===== src/rtl/serial_adder_nbit.sv =====
// Bit-serial WIDTH-bit adder: one full-adder cell, LSB first, valid/ready on both sides.
// Define SERIAL_ADD_OVF_EN to add the o_ovf two's-complement overflow output.

module full_half_add_1bit (
  input  logic i_a,
  input  logic i_b,
  input  logic i_cin,
  output logic o_sum,
  output logic o_cout
);
  assign o_sum  = i_a ^ i_b ^ i_cin;
  assign o_cout = (i_a & i_b) | (i_cin & (i_a ^ i_b));
endmodule

module serial_adder_nbit #(
  parameter int WIDTH = 8
) (
  input  logic             i_clk,
  input  logic             i_rst_n,
  input  logic             i_valid,
  output logic             o_ready,
  input  logic [WIDTH-1:0] i_a,
  input  logic [WIDTH-1:0] i_b,
  input  logic             i_cin,
  output logic             o_valid,
  input  logic             i_ready,
  output logic [WIDTH-1:0] o_sum,
`ifdef SERIAL_ADD_OVF_EN
  output logic             o_carry,
  output logic             o_ovf
`else
  output logic             o_carry
`endif
);

  localparam int CNT_W = $clog2(WIDTH);
  localparam logic [CNT_W-1:0] LAST_BIT = CNT_W'(WIDTH - 1);

  typedef enum logic [1:0] {S_IDLE, S_SHIFT, S_DONE} state_t;

  state_t           r_state;
  state_t           w_next;
  logic [WIDTH-1:0] r_a;
  logic [WIDTH-1:0] r_b;
  logic [WIDTH-1:0] r_sum;
  logic             r_carry;
  logic [CNT_W-1:0] r_cnt;
  logic             w_accept;
  logic             w_last;
  logic             w_fa_sum;
  logic             w_fa_cout;

  assign w_accept = (r_state == S_IDLE) && i_valid;
  assign w_last   = (r_state == S_SHIFT) && (r_cnt == LAST_BIT);

  full_half_add_1bit u_fa (
    .i_a    (r_a[0]),
    .i_b    (r_b[0]),
    .i_cin  (r_carry),
    .o_sum  (w_fa_sum),
    .o_cout (w_fa_cout)
  );

  always_ff @(posedge i_clk or negedge i_rst_n) begin
    if (!i_rst_n) r_state <= S_IDLE;
    else          r_state <= w_next;
  end

  always_comb begin
    w_next = r_state;
    case (r_state)
      S_IDLE:  if (i_valid) w_next = S_SHIFT;
      S_SHIFT: if (w_last)  w_next = S_DONE;
      S_DONE:  if (i_ready) w_next = S_IDLE;
      default: w_next = S_IDLE;
    endcase
  end

  // Sum bits enter at the MSB so after WIDTH shifts bit 0 sits at r_sum[0].
  always_ff @(posedge i_clk or negedge i_rst_n) begin
    if (!i_rst_n) begin
      r_a     <= '0;
      r_b     <= '0;
      r_sum   <= '0;
      r_carry <= 1'b0;
      r_cnt   <= '0;
    end else if (w_accept) begin
      r_a     <= i_a;
      r_b     <= i_b;
      r_carry <= i_cin;
      r_cnt   <= '0;
    end else if (r_state == S_SHIFT) begin
      r_sum   <= {w_fa_sum, r_sum[WIDTH-1:1]};
      r_carry <= w_fa_cout;
      r_a     <= r_a >> 1;
      r_b     <= r_b >> 1;
      r_cnt   <= r_cnt + CNT_W'(1);
    end
  end

`ifdef SERIAL_ADD_OVF_EN
  logic r_msb_cin;

  always_ff @(posedge i_clk or negedge i_rst_n) begin
    if (!i_rst_n)    r_msb_cin <= 1'b0;
    else if (w_last) r_msb_cin <= r_carry;
  end

  assign o_ovf = r_msb_cin ^ r_carry;
`endif

  assign o_ready = (r_state == S_IDLE);
  assign o_valid = (r_state == S_DONE);
  assign o_sum   = r_sum;
  assign o_carry = r_carry;

endmodule


===== config.mk =====
export PLATFORM = sky130hd
export DESIGN_NAME = serial_adder_nbit
export DESIGN_NICKNAME = d
export VERILOG_FILES = /design/src/rtl/serial_adder_nbit.sv
export SDC_FILE = /design/constraint.sdc
export NUM_CORES = 1
export LEC_CHECK = 0
export ABC_AREA = 1
export CORE_ASPECT_RATIO = 1.25
export CORE_MARGIN = 2
export CORE_UTILIZATION = 25
export DETAILED_ROUTE_END_ITERATION = 16
export GPL_TIMING_DRIVEN = 0
export PLACE_DENSITY = 0.57
export SETUP_SLACK_MARGIN = 0.05
export SLEW_MARGIN = 20
export SYNTH_ARGS = -nofsm -noshare
export SYNTH_HDL_FRONTEND = slang
export SYNTH_SLANG_ARGS = --single-unit

===== constraint.sdc =====
create_clock -name i_clk -period 3.8 [get_ports i_clk]
set_clock_uncertainty 0.2 [all_clocks]
set_input_delay 0.76 -clock i_clk [delete_from_list [all_inputs] [get_ports i_clk]]
set_output_delay 0.76 -clock i_clk [all_outputs]
set_load 0.02 [all_outputs]

==> results of run 1 <==
placed cells by master, fill, tap and decap left out, drive strengths merged:
cell / Yosys / layout
nand2: 53 / 53
ha: 2 / 2
buf: 8 / 9
o21ai: 12 / 12
nor2: 1 / 1
inv: 8 / 8
dfrtp: 30 / 30
clkdlybuf4s50: 0 / 29
clkinv: 0 / 2
clkbuf: 0 / 5
bufinv: 0 / 1
fa: 1 / 1
nand3: 32 / 32
cell usage after synthesis:
cell type  count
buf_2          5
buf_4          3
dfrtp_1       30
fa_1           1
ha_1           2
inv_1          6
inv_2          2
nand2_1       53
nand3_1       32
nor2_4         1
o21ai_0        1
o21ai_1       11
worst paths after layout:
path                            endpoint  slack (ns)  depth (start not counted)
worst max-delay path             o_ready        1.02                          3
worst min-delay path              r_b[7]        0.27                          2
worst max register to register   o_carry        2.42                          4
worst min register to register    r_b[7]        0.27                          2
max in group asynchronous       r_cnt[0]        2.66                          1
min in group asynchronous       o_sum[3]        0.30                          1
power groups by stage:
stage / sequential [mW] / clock, mW / combinational [mW]
final: 0.526 / 0.321 / 0.536
after global routing: 0.540 / 0.347 / 0.625
after CTS: 0.529 / 0.330 / 0.549
after detailed placement: 0.534 / 0 / 0.546
after global placement: 0.529 / 0 / 0.538
after floorplan: 0.566 / 0 / 0.306
kinds of logic (layout without fill, tap and decap cells):
logic type | count (synthesis) | after routing | share of synthesized area, %
AND/OR/NAND/NOR | 86 | 86 | 28.4
buffers and inverters | 16 | 54 | 5.95
adder cells (fa/ha/maj) | 3 | 3 | 3.45
AO/OA/AOI/OAI | 12 | 12 | 4.61
flip-flops | 30 | 30 | 57.6
metal layers:
layer / part of all wire [%] / track usage (%) / wire, um / vias to the layer above
met3: 5.9 / 3.35 / 175 / 8
met2: 45 / 17.5 / 1330 / 31
met4: 2.4 / 6.00 / 72 / 0
met1: 47 / 16.4 / 1380 / 511
li1: - / - / - / 546
met5: 0 / 0 / 0 / -
critical path: cells and delay by family, from the launching register on:
kind,cells,cell delay (ns)
flip-flops,1,0.43
buffers and inverters,2,0.84
AND/OR/NAND/NOR,1,0.27
state kept, by name, summed over array words and instances (netlist names):
name,flops
o_carry,1
o_sum,8
r_a,8
r_state,2
r_cnt,3
r_b,8
cell type report:
| type | count | share of cell area, % |
|---|---|---|
| clock buffer | 5 | 3.85 |
| inverter | 8 | 1.68 |
| sequential | 30 | 42.0 |
| clock inverter | 3 | 2.24 |
| timing repair buffer | 30 | 16.5 |
| buffer | 8 | 2.66 |
| tap | 62 | 4.34 |
| multi-input combinational | 101 | 26.6 |
through the flow:
step           hold WS (ns)  cell area (um2)  power [mW]  util [%]  worst slack [ns]
6_report              0.274             1790        1.38      35.4              1.02
5_1_grt               0.304             1790        1.51      35.4             0.910
4_1_cts               0.280             1790        1.41      35.4              1.00
3_5_place_dp          0.265             1680        1.08      33.2              1.32
3_3_place_gp          0.256             1680        1.07      33.3              1.21
2_1_floorplan         0.242             1300       0.872         -              2.04
==> impl_results.md, run 1 <==
* Result of the run: completed
* Worst min path class: reg -> reg
* RSZ-0062 raised after global routing: no
* Layout cells sized above 1 at between 10% and 20%
* Worst-case clock buffer depth at 2
* Final non-filler cell total at between 200 and 250
* Dpl cells at 239
* Number of global-route vias before repair at between 1000 and 1500
* TritonCTS clock tree: yes
* Filler Cell Count at 532
* HP Start: r_b[7]
* Crit path from: r_state[0]
* CTS Hold Buffers Added at 0
* Sw Ratio at between 30% and 40%
* Area delta synth->final at 36.9%
* Relative slew margins at a little under three fifths
* Sequential area share after synthesis at a little under three fifths
* DR vias/cell at ~4.4
* TritonCTS Buffers at 5
* Period minus WS final at around 2.8 ns
* DRC Markers at 0
* Avg Cell Area, Syn at 8.87 um2
* PD cells at approximately 770 mW/mm2
* Slowest CP cell: clkdlybuf4s50_1
* Slew @ Worst Pin at 0.674 ns
* Total routing usage reported by global routing at about an eighth
* VDD IR max at between 200 and 300 uV
* Synthesized flop and latch total at 30
* Vias at about 1100
* Count of input and output buffers at 30
* Antenna violations before repair at 0
* Area share of the largest cell type after synthesis at approximately 58%
* Routed WL at 2950 um
* Clock power share at a little under a quarter
* CP Class: reg -> out
* Postcts setup bufs at 0
* Post-route ant nets at 0
* Worst skew pair latency at between 0.2 and 0.3 ns
* Hold Violations, Final at 0
* Final setup TNS at 0 ns
* Int Pwr at between 800 and 900 uW
* Worst Path Max Fanout at 10
* Pin count of the biggest net entering global routing at 31
* Peak per-stage delay on the critical path at around 0.62 ns
* Synthesized net count at approximately 170
* Gate Count Post-Synth at between 100 and 150
* H-tree Lvls at 2
* First-pass GRT wire length at a little over 5000 um
* Post-cts gate resize count at 0
* Dpl hpwl at ~2000 um
* Die height at ~85 um
* CTS root buf: clkbuf_8
* Core Region at 0.00504 mm2
* Logic gate share of total power at 38.7%
* Gpl congestion at about 0.76
* Period Utilization, post-route at 73.1%
* Worst Path Required at ~2.8 ns
* Ports at 32
* Most area-consuming cells after synthesis: dfrtp_1 (58%), nand2_1 (15%), nand3_1 (12%)
* Flop pwr share at between 30% and 40%
* DIE AREA at between 0.005 and 0.006 mm2
* Core Rows at 29
* CTS sink count at 30
* Worst path cell trace: nor2_4 -> buf_4 -> clkdlybuf4s50_1
* Drt wl/cell at 11.9 um
* YS warnings at 0
* Peak Freq at roughly 360 MHz
* Kind of start point of the critical path: flip-flop
* Critical Path Sink Type: primary output
* Post-Synthesis Cell Area at around 0.0013 mm2
* Leakage power at ~0.85 nW
* Footprint of the multi-input gates at between 400 and 500 um2
* Register area at ~750 um2
* Switching power of the nets at 510 uW
* Count of different cell masters after synthesis at 12
* # setup viols final at 0
* Arrival time worst endpoint at 1.82 ns
* Worst-path clk slew at approximately 0.060 ns
* Initial Utilization at 25.8%
* 1st-iter DRT viols at 100
* Leading area contributor after synthesis: dfrtp_1
* DR pass1 iterations at 4
* ANT cells at 0
* Die Width at between 60 and 70 um
* Reg2Reg Launch Point: r_state[0]
* Grt total ovfl at 0
* Slew Viols, Final at 0
* Fin nets at 208
* MaxCap Viol Count at 0
(Power assumes the default switching activity.)
==> inputs of run 2 (changes only) <==
- PLACE_DENSITY: 0.57 -> 0.59
- clock period: 3.8 -> 2.35 ns (I/O delays scaled with it)
==> run 2 against run 1 <==
Net effect: global-route usage is 0.45 points higher; critical path depth increased by 1; via count is 1.0% higher; cell count grew 0.40%.
==> impl_results.md, run 2 (synthesis results as in run 1) <==
* Worst skew pair latency at 0.28 ns
* First-pass GRT wire length at 5340 um
* Post-layout util at ~36%
* Leading cell type in the layout, fill and taps excluded: nand2_1
* Int Pwr at between 1 and 1.5 mW
* Ports at 32
* Hold Violations, Final at 0
* Antenna violations before repair at 0
* Filler Cell Count at 558
* Area delta synth->final at 37.4%
* Period minus WS final at around 2.1 ns
* GR Util met3 at under 10%
* DR vias/cell at approximately 4.5
* Final non-filler cell total at roughly 250
* Sw Ratio at 36.5%
* Period Utilization, post-route at 91.4%
* Relative slew margins at between 50% and 60%
* Peak Freq at around 470 MHz
* Post-route ant nets at 0
* Worst path cell trace: inv_1 -> nand2_1 -> inv_1 -> clkdlybuf4s50_1
* Dpl hpwl at a little over 2000 um
* Register area at 751 um2
* Worst Path Max Fanout at 4
* DR pass1 iterations at 4
* Number of global-route vias before repair at around 1100
* Leakage power at 0.858 nW
* PD cells at between 1000 and 1500 mW/mm2
* Initial Utilization at 25.8%
* TritonCTS Buffers at 5
* Worst-case clock buffer depth at 2
* Pin count of the biggest net entering global routing at 31
* Dpl cells at around 240
* Peak per-stage delay on the critical path at around 0.59 ns
* Slew @ Worst Pin at between 0.6 and 0.7 ns
* Switching power of the nets at approximately 810 uW
* Core Rows at 29
* Die Width at slightly below 70 um
* Crit path top cell by count: inv_1
* R2R Setup Slk at approximately 1.0 ns
* VDD IR max at about 470 uV
* Total power at about 2.2 mW
* Worst-path clk slew at roughly 0.060 ns
* DIE AREA at 0.00581 mm2
* TritonCTS clock tree: yes
* Met2 Usage GRT at between 10% and 20%
* Clock power share at between 20% and 30%
* Count of input and output buffers at 30
* 1st-iter DRT viols at slightly below 80
* Gpl congestion at about 0.72
* Die height at ~85 um
* CP Class: reg -> out
* Drt wl/cell at 11.7 um
* CTS Hold Buffers Added at 0
* H-tree Lvls at 2
* Slew Viols, Final at 0
* Total routing usage reported by global routing at between 10% and 20%
* Core Region at just over 0.005 mm2
* DRC Markers at 0
* RSZ-0062 raised after global routing: no
* Slowest CP cell: clkdlybuf4s50_1
* Result of the run: completed
* Kind of start point of the critical path: flip-flop
* Flop pwr share at about two fifths
* GR peak layer: met2
* Dpl ws at roughly 0.16 ns
* Critical Path Sink Type: primary output
* CTS root buf: clkbuf_8
* CTS sink count at 30
* Logic gate share of total power at approximately two fifths
* Final setup TNS at 0 ns
* # setup viols final at 0
* MaxCap Viol Count at 0
* Fin nets at between 200 and 250
* Arrival time worst endpoint at ~1.5 ns
* Worst Path Required at 1.68 ns
* Footprint of the multi-input gates at 475 um2
* Grt total ovfl at 0
* ANT cells at 0
* Layout cells sized above 1 at 11.3%
* Routed WL at ~2900 um
* Worst min path class: in -> async
* GRT met1 Usage at 16.0%
* Final worst slack at slightly above 0.2 ns
* Most frequent cells in the layout: nand2_1 (53), nand3_1 (32), dfrtp_1 (30)
* Vias at approximately 1100
==> run 2: cell types whose count changed in the layout (fill, tap and decap cells not counted), sizes merged <==
cell           change
buf                +1
clkdlybuf4s50      -1
dlygate4sd2        +1
==> run 2: what timing repair did <==
item | in CTS | in global routing
buffers inserted | 1 | 0
resized for setup | 1 | 0
endpoints found under the setup margin | 1 | 0
endpoints found under the hold margin | 0 | 0
==> run 2: per-stage QoR <==
step / hold slack [ns] / area (um2)
after floorplan: -0.0256 / 1300
after global placement: 0.257 / 1680
after detailed placement: 0.258 / 1680
after CTS: 0.0550 / 1790
after global routing: 0.0732 / 1790
final: 0.0291 / 1790
==> run 2: path summary, 6_finish.rpt <==
path                            start  endpoint  cells after the start
min                           i_rst_n  o_sum[2]                      1
max in group asynchronous     i_rst_n    r_b[7]                      1
max reg2reg                   o_carry  o_sum[7]                      3
min in group i_clk             r_b[7]    r_b[7]                      2
min reg2reg                    r_b[7]    r_b[7]                      2
max                        r_state[0]   o_valid                      4
==> run 2: power by group through the flow <==
stage | combinational (mW) | clock (mW) | sequential (mW)
3_5_place_dp | 0.881 | 0 | 0.862
4_1_cts | 0.888 | 0.526 | 0.853
5_1_grt | 0.995 | 0.557 | 0.882
6_report | 0.872 | 0.508 | 0.849
3_3_place_gp | 0.869 | 0 | 0.853
2_1_floorplan | 0.495 | 0 | 0.916
==> run 2: routing by layer <==
metal  up-vias  wire, um
li1        553         -
met1       518      1310
met2        34      1410
met3         2       171
met4         0        23
met5         -         0
==> run 2: worst max-delay path, delay by kind of cell (launching register included) <==
kind,cells,cell delay [ns]
buffers and inverters,3,0.72
DFF,1,0.43
and+or+nand+nor,1,0.06
==> run 2: area by class of cell <==
| type | instances | area share, % |
|---|---|---|
| sequential | 30 | 41.9 |
| multi-input combinational | 101 | 26.5 |
| timing repair buffer | 31 | 16.8 |
| tap | 62 | 4.33 |
| clock buffer | 5 | 3.84 |
| buffer | 8 | 2.65 |
| clock inverter | 3 | 2.23 |
| inverter | 8 | 1.68 |
